File: config.mk
export PLATFORM = sky130hd
export DESIGN_NAME = stream_divider
export DESIGN_NICKNAME = d
export VERILOG_FILES = /design/src/rtl/stream_dsp_pkg.sv /design/src/rtl/stream_divider_stage.sv /design/src/rtl/stream_divider.sv
export SDC_FILE = /design/constraint.sdc
export NUM_CORES = 1
export LEC_CHECK = 0
export ABC_CLOCK_PERIOD_IN_PS = 2650
export CAP_MARGIN = 20
export CORE_MARGIN = 1
export CORE_UTILIZATION = 52
export DETAILED_ROUTE_END_ITERATION = 16
export GPL_TIMING_DRIVEN = 1
export PLACE_DENSITY = 0.73
export SKIP_LAST_GASP = 1
export SYNTH_ARGS = -nofsm -noshare
export SYNTH_HDL_FRONTEND = slang
export SYNTH_SLANG_ARGS = --single-unit
File: constraint.sdc
create_clock -name clk -period 2.65 [get_ports clk]
set_input_delay 0.53 -clock clk [delete_from_list [all_inputs] [get_ports clk]]
set_output_delay 0.53 -clock clk [all_outputs]
set_load 0.01 [all_outputs]
File: src/rtl/stream_dsp_pkg.sv
// Shared definitions for the stream DSP blocks: Q-format limits, divider flags and pipeline latency.
// STREAM_DIVIDER_ROUND_EN adds one quotient bit for round-half-away-from-zero.
package stream_dsp_pkg;

`ifdef STREAM_DIVIDER_ROUND_EN
    localparam int ROUND_BITS = 1;
`else
    localparam int ROUND_BITS = 0;
`endif

    typedef struct packed {
        logic sat;
        logic div_zero;
        logic a_zero;
        logic a_neg;
    } div_flags_t;

    function automatic longint qmax(input int w);
        return (longint'(1) << (w - 1)) - 1;
    endfunction

    function automatic longint qmin(input int w);
        return -(longint'(1) << (w - 1));
    endfunction

    // Input stage + one stage per quotient bit (W-1, plus the rounding bit) + output stage.
    function automatic int pipe_latency(input int w);
        return w + 1 + ROUND_BITS;
    endfunction

endpackage

File: src/rtl/stream_divider_stage.sv
// One registered restoring-division iteration: resolves the next quotient bit, MSB first.
module stream_divider_stage
    import stream_dsp_pkg::*;
#(
    parameter int W = 16
) (
    input  logic         clk,
    input  logic         resetn,
    input  logic [W-1:0] rem,
    input  logic [W-1:0] bmag,
    input  logic [W-1:0] quo,
    input  logic         sign,
    input  div_flags_t   flags,
    input  logic         valid,
    output logic [W-1:0] rem_reg,
    output logic [W-1:0] bmag_reg,
    output logic [W-1:0] quo_reg,
    output logic         sign_reg,
    output div_flags_t   flags_reg,
    output logic         valid_reg
);

    logic [W:0]   shifted;
    logic         take;
    logic [W-1:0] rem_next;
    logic [W-1:0] quo_next;

    // The remainder is always below |b| <= 2^(W-1), so the doubled value fits in W+1 bits.
    always_comb begin
        shifted  = {rem, 1'b0};
        take     = (shifted >= {1'b0, bmag});
        rem_next = take ? W'(shifted - {1'b0, bmag}) : W'(shifted);
        quo_next = W'({quo, take});
    end

    always_ff @(posedge clk or negedge resetn) begin
        if (!resetn) begin
            rem_reg   <= '0;
            bmag_reg  <= '0;
            quo_reg   <= '0;
            sign_reg  <= 1'b0;
            flags_reg <= '0;
            valid_reg <= 1'b0;
        end else begin
            rem_reg   <= rem_next;
            bmag_reg  <= bmag;
            quo_reg   <= quo_next;
            sign_reg  <= sign;
            flags_reg <= flags;
            valid_reg <= valid;
        end
    end

endmodule

File: src/rtl/stream_divider.sv
// Fully pipelined signed Q1.(W-1) divider, data_o = data_0 / data_1, one pair per cycle.
// STREAM_DIVIDER_ROUND_EN: round half away from zero with one extra pipeline stage.
module stream_divider
    import stream_dsp_pkg::*;
#(
    parameter int DATA_WIDTH = 16
) (
    input  logic                  clk,
    input  logic                  resetn,
    input  logic [DATA_WIDTH-1:0] data_0_i_tdata,
    input  logic                  data_0_i_tvalid,
    input  logic [DATA_WIDTH-1:0] data_1_i_tdata,
    input  logic                  data_1_i_tvalid,
    output logic [DATA_WIDTH-1:0] data_o_tdata,
    output logic                  data_o_tvalid
);

    localparam int W       = DATA_WIDTH;
    localparam int LATENCY = pipe_latency(W);
    localparam int NS      = LATENCY - 2;
    localparam logic [W-1:0] QMAX_V = W'(qmax(W));
    localparam logic [W-1:0] QMIN_V = W'(qmin(W));

    logic [W-1:0] a_mag, b_mag;
    div_flags_t   flags_next;

    logic [W-1:0] rem_reg, bmag_reg;
    logic         sign_reg, valid_reg;
    div_flags_t   flags_reg;

    logic [W-1:0] rem_s   [0:NS];
    logic [W-1:0] bmag_s  [0:NS];
    logic [W-1:0] quo_s   [0:NS];
    logic         sign_s  [0:NS];
    div_flags_t   flags_s [0:NS];
    logic         valid_s [0:NS];

    logic [W-1:0] q_mag;
    logic [W-1:0] data_next;

    always_comb begin
        a_mag = data_0_i_tdata[W-1] ? (~data_0_i_tdata + 1'b1) : data_0_i_tdata;
        b_mag = data_1_i_tdata[W-1] ? (~data_1_i_tdata + 1'b1) : data_1_i_tdata;
        flags_next.div_zero = (data_1_i_tdata == '0);
        flags_next.sat      = !flags_next.div_zero && (a_mag >= b_mag);
        flags_next.a_zero   = (data_0_i_tdata == '0);
        flags_next.a_neg    = data_0_i_tdata[W-1];
    end

    // Saturating/zero-divide cases start with a clean remainder; their quotient is ignored.
    always_ff @(posedge clk or negedge resetn) begin
        if (!resetn) begin
            rem_reg   <= '0;
            bmag_reg  <= '0;
            sign_reg  <= 1'b0;
            flags_reg <= '0;
            valid_reg <= 1'b0;
        end else begin
            rem_reg   <= (flags_next.sat || flags_next.div_zero) ? '0 : a_mag;
            bmag_reg  <= b_mag;
            sign_reg  <= data_0_i_tdata[W-1] ^ data_1_i_tdata[W-1];
            flags_reg <= flags_next;
            valid_reg <= data_0_i_tvalid & data_1_i_tvalid;
        end
    end

    assign rem_s[0]   = rem_reg;
    assign bmag_s[0]  = bmag_reg;
    assign quo_s[0]   = '0;
    assign sign_s[0]  = sign_reg;
    assign flags_s[0] = flags_reg;
    assign valid_s[0] = valid_reg;

    genvar gi;
    generate
        for (gi = 1; gi <= NS; gi++) begin : g_stage
            stream_divider_stage #(.W(W)) u_stage (
                .clk       (clk),
                .resetn    (resetn),
                .rem       (rem_s[gi-1]),
                .bmag      (bmag_s[gi-1]),
                .quo       (quo_s[gi-1]),
                .sign      (sign_s[gi-1]),
                .flags     (flags_s[gi-1]),
                .valid     (valid_s[gi-1]),
                .rem_reg   (rem_s[gi]),
                .bmag_reg  (bmag_s[gi]),
                .quo_reg   (quo_s[gi]),
                .sign_reg  (sign_s[gi]),
                .flags_reg (flags_s[gi]),
                .valid_reg (valid_s[gi])
            );
        end
    endgenerate

`ifdef STREAM_DIVIDER_ROUND_EN
    assign q_mag = {1'b0, quo_s[NS][W-1:1]} + {{(W-1){1'b0}}, quo_s[NS][0]};
`else
    assign q_mag = quo_s[NS];
`endif

    // A rounded magnitude of exactly 1.0 is not representable as positive and clamps like saturation.
    always_comb begin
        data_next = '0;
        if (flags_s[NS].div_zero) begin
            if (flags_s[NS].a_zero)
                data_next = '0;
            else
                data_next = flags_s[NS].a_neg ? QMIN_V : QMAX_V;
        end else if (flags_s[NS].sat || (q_mag == QMIN_V)) begin
            data_next = sign_s[NS] ? QMIN_V : QMAX_V;
        end else begin
            data_next = sign_s[NS] ? (~q_mag + 1'b1) : q_mag;
        end
    end

    always_ff @(posedge clk or negedge resetn) begin
        if (!resetn) begin
            data_o_tdata  <= '0;
            data_o_tvalid <= 1'b0;
        end else begin
            data_o_tdata  <= data_next;
            data_o_tvalid <= valid_s[NS];
        end
    end

endmodule

==> summary.txt, run 1 <==
Drt
  – Via count: 22700
  – Drt total wl: 73900 um
  – Post-route ant nets: 0
  – Post-DR vias/cell: 5.42
  – DRC viols: 0
  – Avg WL per Cell: 17.6 um
  – Pre-antenna DRT Iters: 5
  – Iteration-0 DRC count of the detailed router: 1342

Worst setup path
  – Crit Path Class: register to register
  – WP data arrival: 3.24 ns
  – CP required: 3.14 ns
  – CP startpoint kind: register
  – Critical Path Fanout Max: 7
  – Nature of the critical path endpoint: register

STA
  – Tcrit/Tclk final: 104%
  – Maximum achievable frequency: 363 MHz
  – RSZ-0062 raised after global routing: true
  – Least-Margin Pin Slew: 0.724 ns
  – Setup WS post-layout: -0.102 ns
  – Clk_skew: 0.0182 ns
  – Slew headroom: 50.5%
  – Slew Limit Fails: 0
  – Crit path time final: 2.75 ns
  – Setup violators final: 25
  – Final Hold Violating Endpoints: 0

Floorplanning
  – Die Ht: 253 um
  – Die width: 253 um
  – Initial core utilization: 52.9%
  – # IOs: 53
  – Rows: 91
  – Full die area: 64100 sq um
  – Core Footprint: 62100 sq um

Layout
  – Most frequent cells in the layout: 712 x dfrtp_1, 307 x inv_1, 292 x buf_4, 244 x ha_1, 151 x nor2_1
  – Nets: 3612
  – Layout fillers: 4531
  – Layout cells sized above 1: 22.0%
  – Final std cells w/o fill: 4190
  – Antenna cells: 0
  – Fin area: 40600 sq um
  – Most common cell after layout, fill and taps aside: dfrtp_1
  – Synth-to-Final Area Change: 23.7%

Global routing
  – Met2 Use GR: 41.4%
  – Met3 GRT Util: 3.06%
  – Largest net degree at the start of global routing: 66
  – First-pass GRT wire length: 119000 um
  – Vias in the first global route: 23700
  – Gr busiest metal: met2
  – M1 GR Usage: 29.5%
  – Grt total ovfl: 0
  – Gr usage total: 23.3%
  – Initial antenna violation count: 0

Synthesis
  – Top cells by area, synth: dfrtp_1 54%, ha_1 9.8%, mux2_2 4.3%
  – YS warnings: 0
  – Mux cell area share after synthesis: 4.87%
  – Post-Synth Simple-Gate Area: 8.20%
  – Largest family of logic cells by synthesized area: compound AO/OA/AOI/OAI gates
  – Mapped Cells: 2883
  – Net count after synthesis: 3191
  – Average cell area after synthesis: 11.4 sq um
  – FF+latch count, synth: 713
  – Synth cell types: 66
  – FFs w/ async S/R, synth: 100%
  – Post-synth EDFFs: 0
  – Synth Flop Type: dfrtp_1
  – Compound-Gate Fraction of Synth Area: 12.8%
  – Adder-Cell Fraction of Synth Area: 10.7%
  – Syn Std Cell Area: 32800 sq um
  – Post-Synth XOR/XNOR Area: 5.07%
  – Post-synth top area cell: dfrtp_1
  – Post-synthesis sequential area ratio: 54.4%
  – Share of the synthesized area in the top cell type: 54.4%

Place
  – DP HPWL: 53900 um
  – # placed instances: 3999
  – Area after DPL: 36500 sq um
  – PortBufs: 52
  – Gpl congestion: 0.889

Power and ir drop
  – Part of the power in registers: 31.2%
  – Sw frac: 36.0%
  – Power per cell area: 1280 nW/um^2
  – Cell-internal power: 33.3 mW
  – Peak supply drop: 1.09 mV
  – P_sw: 18.8 mW
  – Pleak: 19.3 nW
  – Clock share of power: 20.1%
  – Logic pwr share: 48.7%

CTS
  – Worst-skew pair later-pin latency: 0.60 ns
  – Clock Pin Slew Worst Setup and Hold Paths: 0.06 ns
  – CTS HTree Levels: 3
  – TritonCTS Buffers: 75
  – CTS tree: yes
  – Clock sink count: 713
  – Maximum clock path buffer count: 3
  – Root buf cell: clkbuf_16

Outcome
  – Failing checks: setup timing
  – Outcome: finished with violations

Worst hold path
  – Hold Crit Class: input pin to register

Run
  – Max Cap Viol: 0
-- worst max-delay path, stage by stage, from the launching register on --
cell and delay [ns]:
dfrtp_1 0.39, inv_2 0.08, ha_4 0.20, nor2b_4 0.12, o31a_1 0.30, o211ai_1 0.29, nand2_2 0.13, a211o_1 0.31
a211o_4 0.39, buf_12 0.15, mux2_2 0.26
-- power by group through the flow --
stage | clock, mW | sequential [mW] | combinational (mW)
2_1_floorplan | 0 | 15.5 | 16.3
3_3_place_gp | 0 | 16.3 | 21.9
3_5_place_dp | 0 | 16.4 | 22.8
4_1_cts | 10.7 | 16.2 | 23.5
5_1_grt | 11.1 | 16.5 | 27.8
6_report | 10.5 | 16.3 | 25.4
-- Yosys cell counts (all sizes together) (4+ instances only) --
cell type	count
nand3	32
a211oi	27
or3	13
nand4	24
a2111oi	5
o22a	4
o311ai	4
o21ai	177
a21oi	167
a211o	5
fa	14
nand4b	5
a41oi	5
nor4	16
a31oi	23
nor2	163
o31a	22
nand2	138
xor2	73
mux2i	19
inv	313
nor3b	8
nor2b	53
a31o	6
dfrtp	713
o41ai	9
o31ai	21
xnor2	117
nand3b	5
o21a	51
o22ai	6
clkbuf	24
a21o	73
a22oi	6
a21boi	9
o211ai	10
o21bai	15
ha	258
nor3	20
mux2	125
and3	7
nand2b	39
or4	7
buf	14
and2	13
-- timing repair --
action	CTS	global route
gates cloned	2	6
hold buffers	1	0
buffers inserted	27	31
hold endpoints to repair	33	0
resized for setup	105	196
pin swaps	33	72
setup endpoints to repair	102	211
-- kinds of logic (layout without fill, tap and decap cells) --
logic type,count (synthesis),count (layout)
mux,144,144
flops,713,713
xor+xnor,190,190
simple gates,551,551
buf+inv,351,821
compound gates,662,662
fa+ha+maj,272,272
-- cell type report --
class / instances / area, sq um / area share (%)
inverter: 313 / 1170 / 2.89
sequential: 713 / 17800 / 43.9
clock inverter: 23 / 312 / 0.767
timing repair buffer: 382 / 3390 / 8.36
tap: 837 / 1050 / 2.58
clock buffer: 103 / 2170 / 5.34
multi-input combinational: 1819 / 14700 / 36.1
-- layer usage --
layer  up-vias  share of wire (%)
met4         0                2.5
met1     11300                 43
met3       141                3.6
met5         -                  0
met2       465                 51
li1      10800                  -
-- path summary, 6_finish.rpt --
path / end / cells past startpoint / startpoint / slack [ns]
max: g_stage[11].u_stage.rem_reg[10] / 10 / g_stage[10].u_stage.bmag_reg[1] / -0.10
min: bmag_reg[0] / 2 / data_1_i_tdata[0] / 0.24
max reg2reg: g_stage[11].u_stage.rem_reg[10] / 10 / g_stage[10].u_stage.bmag_reg[1] / -0.10
min reg2reg: g_stage[6].u_stage.flags_reg[0] / 0 / g_stage[5].u_stage.flags_reg[0] / 0.33
max in group asynchronous: g_stage[8].u_stage.rem_reg[6] / 3 / resetn / 1.28
min in group asynchronous: g_stage[9].u_stage.bmag_reg[6] / 2 / resetn / 0.53
-- metrics by stage --
step / util, % / hold WS [ns] / setup WS (ns) / setup TNS [ns] / power (mW)
2_1_floorplan: - / 0.234 / -0.335 / -4.63 / 31.8
3_3_place_gp: 58.8 / 0.332 / -1.14 / -21.37 / 38.2
3_5_place_dp: 58.8 / 0.335 / -1.18 / -22.59 / 39.2
4_1_cts: 63.6 / 0.330 / -0.0936 / -2.18 / 50.5
5_1_grt: 65.4 / 0.221 / -0.202 / -6.31 / 55.5
6_report: 65.4 / 0.236 / -0.102 / -1.36 / 52.1
Power figures use the tool's default switching activity.
==> run 2, diff against run 1 <==
Settings changed: CTS_CLUSTER_SIZE set to 25.
==> results of run 2 <==
The final DEF is identical to that of run 1; final timing and power are the same.
